===== config.mk =====
export PLATFORM = sky130hd
export DESIGN_NAME = muldiv_unit
export DESIGN_NICKNAME = d
export VERILOG_FILES = /design/src/rtl/muldiv_unit.sv
export SDC_FILE = /design/constraint.sdc
export NUM_CORES = 1
export LEC_CHECK = 0
export ABC_AREA = 1
export CAP_MARGIN = 10
export CORE_ASPECT_RATIO = 0.8
export CORE_MARGIN = 2
export CORE_UTILIZATION = 50
export DETAILED_ROUTE_END_ITERATION = 8
export GPL_TIMING_DRIVEN = 0
export HOLD_SLACK_MARGIN = 0.06
export PLACE_DENSITY = 0.69
export SLEW_MARGIN = 20
export SYNTH_ARGS = -nofsm -noshare
export SYNTH_HDL_FRONTEND = slang
export SYNTH_SLANG_ARGS = --single-unit

===== constraint.sdc =====
create_clock -name clk_i -period 3.4 [get_ports clk_i]
set_input_delay 0.51 -clock clk_i [delete_from_list [all_inputs] [get_ports clk_i]]
set_output_delay 0.51 -clock clk_i [all_outputs]
set_load 0.05 [all_outputs]

===== src/rtl/muldiv_unit.sv =====
// muldiv_unit: iterative RV32M multiply/divide unit for the execute stage.
//   Multiply uses a shift-add loop, divide a restoring loop, one bit per cycle.
//   Divide-by-zero and signed-overflow divides complete on a single-cycle fast path.
// Ports:
//   clk_i     clock, rising edge
//   rst_i     synchronous active-high reset
//   start_i   request, honoured only in IDLE or DONE
//   op_i      RV32M funct3 (MUL, MULH, MULHSU, MULHU, DIV, DIVU, REM, REMU)
//   srca_i    rs1 (multiplicand / dividend)
//   srcb_i    rs2 (multiplier / divisor)
//   flush_i   abort the in-flight operation
//   busy_o    high while iterating (CALC) or correcting (FIX)
//   done_o    one-cycle pulse, result_o valid
//   result_o  result, held until the next accepted start
module muldiv_unit #(
  parameter int DATA_WIDTH = 32
) (
  input  logic                  clk_i,
  input  logic                  rst_i,
  input  logic                  start_i,
  input  logic [2:0]            op_i,
  input  logic [DATA_WIDTH-1:0] srca_i,
  input  logic [DATA_WIDTH-1:0] srcb_i,
  input  logic                  flush_i,
  output logic                  busy_o,
  output logic                  done_o,
  output logic [DATA_WIDTH-1:0] result_o
);

  localparam int W  = DATA_WIDTH;
  localparam int CW = $clog2(W);
  localparam logic [W-1:0] MOST_NEG = {1'b1, {(W-1){1'b0}}};

  typedef enum logic [1:0] {IDLE, CALC, FIX, DONE} state_t;

  state_t         state, state_n;
  logic [CW-1:0]  cnt;
  logic [2:0]     op_q;
  logic           neg_main;   // negate product / quotient
  logic           neg_rem;    // negate remainder (dividend sign)
  logic [W-1:0]   opnd;       // multiplicand or divisor magnitude
  logic [W:0]     hi;         // upper product half / partial remainder
  logic [W-1:0]   lo;         // multiplier shifting out / quotient shifting in

  function automatic logic [W-1:0] cond_neg(input logic [W-1:0] x, input logic n);
    return n ? (~x + 1'b1) : x;
  endfunction

  function automatic logic [W-1:0] magnitude(input logic signed [W-1:0] x, input logic sgn);
    return cond_neg(x, sgn && (x < 0));
  endfunction

  // ---------------------------------------------------------------
  // Request decode
  // ---------------------------------------------------------------
  logic signed [W-1:0] srca_s, srcb_s;
  logic         sign_a, sign_b, neg_a, neg_b;
  logic         is_div, is_rem, signed_div, b_zero, ovf, special, accept;
  logic [W-1:0] special_res, mag_a, mag_b;

  always_comb begin
    srca_s      = srca_i;
    srcb_s      = srcb_i;
    is_div      = op_i[2];
    is_rem      = op_i[2] & op_i[1];
    signed_div  = op_i[2] & ~op_i[0];
    // MULHSU treats only rs1 as signed
    sign_a      = (op_i == 3'b001) || (op_i == 3'b010) || signed_div;
    sign_b      = (op_i == 3'b001) || signed_div;
    neg_a       = sign_a && (srca_s < 0);
    neg_b       = sign_b && (srcb_s < 0);
    mag_a       = magnitude(srca_s, sign_a);
    mag_b       = magnitude(srcb_s, sign_b);
    b_zero      = (srcb_i == '0);
    ovf         = signed_div && (srca_i == MOST_NEG) && (srcb_i == '1);
    special     = is_div && (b_zero || ovf);
    special_res = '0;
    if (b_zero)
      special_res = is_rem ? srca_i : '1;
    else
      special_res = is_rem ? '0 : MOST_NEG;
    accept      = start_i && !flush_i && ((state == IDLE) || (state == DONE));
  end

  // ---------------------------------------------------------------
  // Control FSM
  // ---------------------------------------------------------------
  always_ff @(posedge clk_i) begin
    if (rst_i) state <= IDLE;
    else       state <= state_n;
  end

  always_comb begin
    state_n = state;
    busy_o  = (state == CALC) || (state == FIX);
    done_o  = (state == DONE);
    if (flush_i) begin
      state_n = IDLE;
    end else begin
      case (state)
        IDLE, DONE: begin
          if (accept) state_n = special ? DONE : CALC;
          else        state_n = IDLE;
        end
        CALC:    if (cnt == '0) state_n = FIX;
        FIX:     state_n = DONE;
        default: state_n = IDLE;
      endcase
    end
  end

  // ---------------------------------------------------------------
  // Iteration step
  // ---------------------------------------------------------------
  logic [W:0]   mul_sum, div_shift;
  logic [W+1:0] div_diff;
  logic         div_ok;
  logic [W:0]   hi_n;
  logic [W-1:0] lo_n;

  always_comb begin
    mul_sum   = hi + (lo[0] ? {1'b0, opnd} : '0);
    div_shift = {hi[W-1:0], lo[W-1]};
    div_diff  = {1'b0, div_shift} - {2'b00, opnd};
    div_ok    = ~div_diff[W+1];
    if (op_q[2]) begin
      hi_n = div_ok ? div_diff[W:0] : div_shift;
      lo_n = {lo[W-2:0], div_ok};
    end else begin
      hi_n = {1'b0, mul_sum[W:1]};
      lo_n = {mul_sum[0], lo[W-1:1]};
    end
  end

  always_ff @(posedge clk_i) begin
    if (accept) begin
      op_q     <= op_i;
      opnd     <= op_i[2] ? mag_b : mag_a;
      lo       <= op_i[2] ? mag_a : mag_b;
      hi       <= '0;
      neg_main <= neg_a ^ neg_b;
      neg_rem  <= neg_a;
    end else if (state == CALC) begin
      hi <= hi_n;
      lo <= lo_n;
    end
  end

  // ---------------------------------------------------------------
  // Sign correction and result select
  // ---------------------------------------------------------------
  logic [2*W-1:0] prod, prod_fix;
  logic [W-1:0]   fix_res;

  always_comb begin
    prod     = {hi[W-1:0], lo};
    prod_fix = neg_main ? (~prod + 1'b1) : prod;
    case (op_q)
      3'b000:                 fix_res = prod_fix[W-1:0];
      3'b001, 3'b010, 3'b011: fix_res = prod_fix[2*W-1:W];
      3'b100, 3'b101:         fix_res = cond_neg(lo, neg_main);
      default:                fix_res = cond_neg(hi[W-1:0], neg_rem);
    endcase
  end

  always_ff @(posedge clk_i) begin
    if (rst_i) begin
      cnt      <= '0;
      result_o <= '0;
    end else if (!flush_i) begin
      if (accept) begin
        cnt <= CW'(W - 1);
        if (special) result_o <= special_res;
      end else if (state == CALC) begin
        if (cnt != '0) cnt <= cnt - 1'b1;
      end else if (state == FIX) begin
        result_o <= fix_res;
      end
    end
  end

endmodule


### After elaboration in Yosys (flattened, before gate mapping)

Cells that the tools add are included.

* add/subtract/negate cells: 8
* order comparisons: 2
* eq/ne operators: 15
* muxes and demuxes: 28
* bitwise operators: 11
* reductions and logical operators: 28

Operators with widths (number)
* 32-bit two-way mux: 17
* 32-bit by 1-bit adder with 32-bit output (second input constant): 4
* 32-bit NOT: 4
* 32-bit case mux with 3 select lines: 1
* 33-bit two-way mux: 2
* 64-bit by 1-bit adder with 64-bit output (second input constant): 1
* 32-bit == test (second input constant): 2
* 32-bit by 1-bit < comparator with 1-bit output (second input constant): 2
* 64-bit two-way mux: 1
* 64-bit NOT: 1
* 33-bit by 32-bit subtractor with 34-bit output: 1
* 33-bit by 32-bit adder with 33-bit output: 1
* 32-bit logical NOT: 1
* 5-bit two-way mux: 3
* 3-bit by 2-bit == test with 1-bit output (second input constant): 3
* 1-bit logical AND: 7
* 3-bit by 1-bit == test with 1-bit output (second input constant): 2
* 3-bit == test (second input constant): 2
* 1-bit logical OR: 6
* 2-bit two-way mux: 3
* 2-bit case mux with 3 select lines: 1
* 2-bit nonzero test: 3
* 2-bit OR reduction: 3
* 5-bit logical NOT: 1
* other kinds (15): 20

* bits in registers: 141
* input port bits: 71
* output and inout bits: 34
* logic and storage cells: 101

### Logic depth before layout (Yosys ltp)

* depth after elaboration: 9
* depth in mapped cells: 19
* gate-level depth less buffers: 18

### Worst setup path after synthesis

OpenSTA, ideal clock, no wires.

* path kind: register to register
* start point: register state[0]
* end point: register result_o[24]
* setup time: 116 ps
* data arrival time: 3012 ps
* required time: 3284 ps
* setup slack: 272 ps
* stages on the path, launching flop included: 10
* path buffers: 2
* period minus slack after synthesis: 3128 ps
* cell sequence: dfxtp_1 > inv_1 > ha_1 > nand3_1 > inv_1 > clkbuf_1 > clkbuf_1 > o21ai_0 > a21oi_1 > nor2_1

* longest elaborated chain between the ends: 5
* elaborated cells between the ends (all ways): 11
* classes of those cells: 5 x eq/ne; 1 x mux; 5 x reduce/logical

RTL lines
* start: declaration: RTL line 36 `state_t state, state_n;`
* start signal: assignment: RTL line 90 `else state <= state_n;`
* 2-bit == test / 2-bit logical NOT (equally long branches): RTL line 82 `accept = start_i && !flush_i && ((state == IDLE) || (state == DONE));`
* 1-bit logical OR *: RTL line 82
* 1-bit logical AND *: RTL line 82
* net accept: RTL line 58 `logic is_div, is_rem, signed_div, b_zero, ovf, special, accept;`
* 2-bit != test (no source line) / 2-bit nonzero test (equally long branches)
* 4-bit AND reduction (no source line)
* end signal: assignment: RTL line 173 `if (special) result_o <= special_res;`
* end signal: assignment: RTL line 177 `result_o <= fix_res;`
* end: declaration: RTL line 27 `output logic [DATA_WIDTH-1:0] result_o`

The timed path passes the listed nets; every way through them passes the cells marked *.
A chain may end at the register's enable or synchronous reset.

### Final worst setup path

* start point: register state[0]
* end point: register lo[29], enable pin

* longest elaborated chain between the ends: 4
* elaborated cells between the ends (all ways): 6
* classes of those cells: 2 x eq/ne; 4 x reduce/logical

RTL lines
* 2-bit == test / 2-bit logical NOT (equally long branches): RTL line 82
* 1-bit logical OR: RTL line 82
* 1-bit logical AND: RTL line 82
* 2-bit nonzero test (no source line) *
* end signal: assignment: RTL line 139 `lo <= op_i[2] ? mag_a : mag_b;`
* end signal: assignment: RTL line 145 `lo <= lo_n;`
* end: declaration: RTL line 43 `logic [W-1:0] lo;`

Mark *: on every way between the ends. The rest lies on a longest branch, timed or not.

==> impl_metrics.tcl <==
set metrics [dict create \
    outcome "finished with violations" \
    violations "DRC, setup timing" \
    route.detailed.drc 37 \
    clkTransAtPathRegs_ns 0.07 \
    crit_fanout 32 \
    mostFrequentLayoutCells "nand2_1, nor2_1, inv_1" \
    yosys.cell_types.count 49 \
    fmax_ghz 0.294 \
    multi_input_area_sq_um 11600 \
    ant_nets 0 \
    peakVddDrop_mv 0.362 \
    placed_cells 3581 \
    totalWireLength_um 81500 \
    die_w_um 210 \
    yosysSeqAreaShare_pct 20.7 \
    row_count 60 \
    clk_latency_ns 0.46 \
    endpoint_kind "register" \
    synth_flop_cell "dfxtp_1" \
    pre_cts_slack_ns -0.125 \
    drtPass1Iterations 9 \
    yosysWarnings 0 \
    root_buffer "clkbuf_16" \
    grt_antenna_before_repair 3 \
    async_reset_ff_share_pct 0 \
    grt_start_max_net_pins 33 \
    reg2reg_slack_ns -0.002 \
    finalCritPeriodShare_pct 100 \
    worst_pin_slew_ns 1.15 \
    die_h_um 169 \
    regToRegEndpoint "lo[29]" \
    grt_overflow 0 \
    num_vias 22200 \
    die-area_sq_um 35500 \
    io_buffers 103 \
    arrival_ns 3.59 \
    endpoint "lo[29]" \
    grt_pass1_wl_um 119000 \
    p_leak_nw 9.60 \
    dp_hpwl_um 66600 \
    utilization_pct 57.4 \
    cts_max_level 4 \
    relSlewSlack_pct 23.1 \
    synth_fp_nets 3189 \
    layout_commonest_cell "nand2_1" \
    gp_congestion 1.12 \
    post-route-min-period_ns 3.40 \
    grt_pass1_vias 19400 \
    drt_iter0_drc 3676 \
    setup_viol 7 \
    nets 3316 \
    syn_area_sq_um 17000 \
    reg2reg_from "state[0]" \
    drive_above_1_share_pct 2.99 \
    rr_worst_depth 8 \
    clock_skew_ns 0.0126 \
    cp_data_required_time_ns 3.59 \
    cp-start-kind "register" \
    rsz0062_at_grt "false" \
    synth_edf_count 69 \
    grt_usage_pct 44.9 \
    hp-class "register to register" \
    io_pins 105 \
    worst-setup-path-type "register to register" \
    cts_sinks 141 \
    ctsLongestPathBuffers 2 \
    via_per_inst 6.13 \
    cts_buffers 17 \
    cts_hold_buf 0 \
    crit_path_start "state[0]" \
    slew_violations 0 \
    regArea_sq_um 3530 \
    pwr_density_cell_nw_per_um2 346 \
    drt-wirelength-per-cell_um 22.5 \
    initial_core_util_pct 50.7 \
    synthCells 3042 \
    synth.ff_latch_count 141 \
    core_area_sq_um 33600 \
    timing_hold_violations_final 0 \
    syn_to_final_growth_pct 13.2 \
    n_antenna_cell 0 \
    fillerInstances 3493 \
    cts_tree "yes" \
    stdcell_count 3616 \
    maxCapViolations 0 \
    setup_slack_ns -0.00208 \
    syn_avg_cell_area_sq_um 5.59 \
]
[registers in the layout (all words and copies together), names as in the netlist]
register  flops
neg_main      1
result_o     32
hi           33
op_q          3
neg_rem       1
state         2
opnd         32
lo           32
cnt           5
[where the power goes]
part	switching, W	internal, W	total (W)	leakage (nW)
Clock	0.000872	0.00106	0.00194	0.285
Sequential	0.000185	0.00193	0.00211	1.24
Combinational	0.00184	0.000770	0.00261	8.07
Total	0.00290	0.00376	0.00666	9.60
[synth_stat cells, types with 13 or more instances]
master       n  area [sq um]
nand2_1   1028          3860
nor2_1     385          1450
inv_1      376          1410
nand3_1    280          1400
o21ai_0    188           941
a21oi_1    149           746
xor2_1      76           666
ha_1        74           926
clkbuf_1    73           274
dfxtp_1     72          1440
edfxtp_1    69          2070
nand4_1     39           244
nor3_1      38           190
o211ai_1    38           285
o21ai_1     20           100
nand3b_1    16           120
buf_1       14          52.6
buf_2       13          65.1
[metal layers]
layer  vias up  GRT usage (%)  share of wire [%]
li1      10100              -                  -
met1     10100           64.1                 41
met2      1779           59.2                 37
met3       219           19.3                 18
met4         4           14.8                3.9
met5         -           2.21               0.14
[worst max-delay path, stage by stage, from the launching register on]
cell and delay [ns]:
dfxtp_1 0.40, inv_1 0.06, ha_1 0.32, nand3_1 0.37, inv_1 0.18, clkbuf_1 0.30, nor2_1 0.94, inv_2 0.26
buf_12 0.27
[timing repair]
item                       in CTS  in global routing
pin swaps                       0                  1
setup buffers                   0                  3
setup endpoints to repair       2                 27
resized for setup               3                 14
gates cloned                    0                  0
[cell type report]
| cell class | count | share of cell area, % |
|---|---|---|
| flip-flops and latches | 141 | 18.3 |
| repair buffers | 108 | 5.72 |
| multi-input cells | 2414 | 60.3 |
| clock buffers | 18 | 2.34 |
| plain buffers | 105 | 2.31 |
| clock inverters | 14 | 0.682 |
| well taps | 434 | 2.82 |
| inverters | 382 | 7.46 |
[through the flow]
stage	cell area, sq um	hold slack [ns]	TNS, ns	total power [W]
2_1_floorplan	17000	0.456	0	0.00364
3_3_place_gp	18600	0.459	-73.39	0.00456
3_5_place_dp	18600	0.460	-1.89	0.00459
4_1_cts	19200	0.471	0	0.00649
5_1_grt	19200	0.490	0	0.00689
6_report	19200	0.469	-0.00905	0.00666
[how the worst min path moves through the flow]
stage	startpoint	to	slack (ns)	depth (start not counted)
floorplan	cnt[4]	cnt[4]	0.46	2
detailed placement	result_o[30]	result_o[30]	0.46	2
global route	result_o[30]	result_o[30]	0.49	2
global placement	result_o[1]	result_o[1]	0.46	2
finish	result_o[6]	result_o[6]	0.47	2
CTS	result_o[30]	result_o[30]	0.47	2
[cells by family after synthesis]
logic type | after synthesis | synth area share, %
AND/OR/NAND/NOR | 1815 | 44.1
buffers and inverters | 487 | 11.0
AO/OA/AOI/OAI | 437 | 14.1
flip-flops | 141 | 20.7
XOR/XNOR | 84 | 4.33
adder cells (fa/ha/maj) | 76 | 5.68
multiplexers | 2 | 0.118
Note: power is estimated with default switching activity, not from simulation.
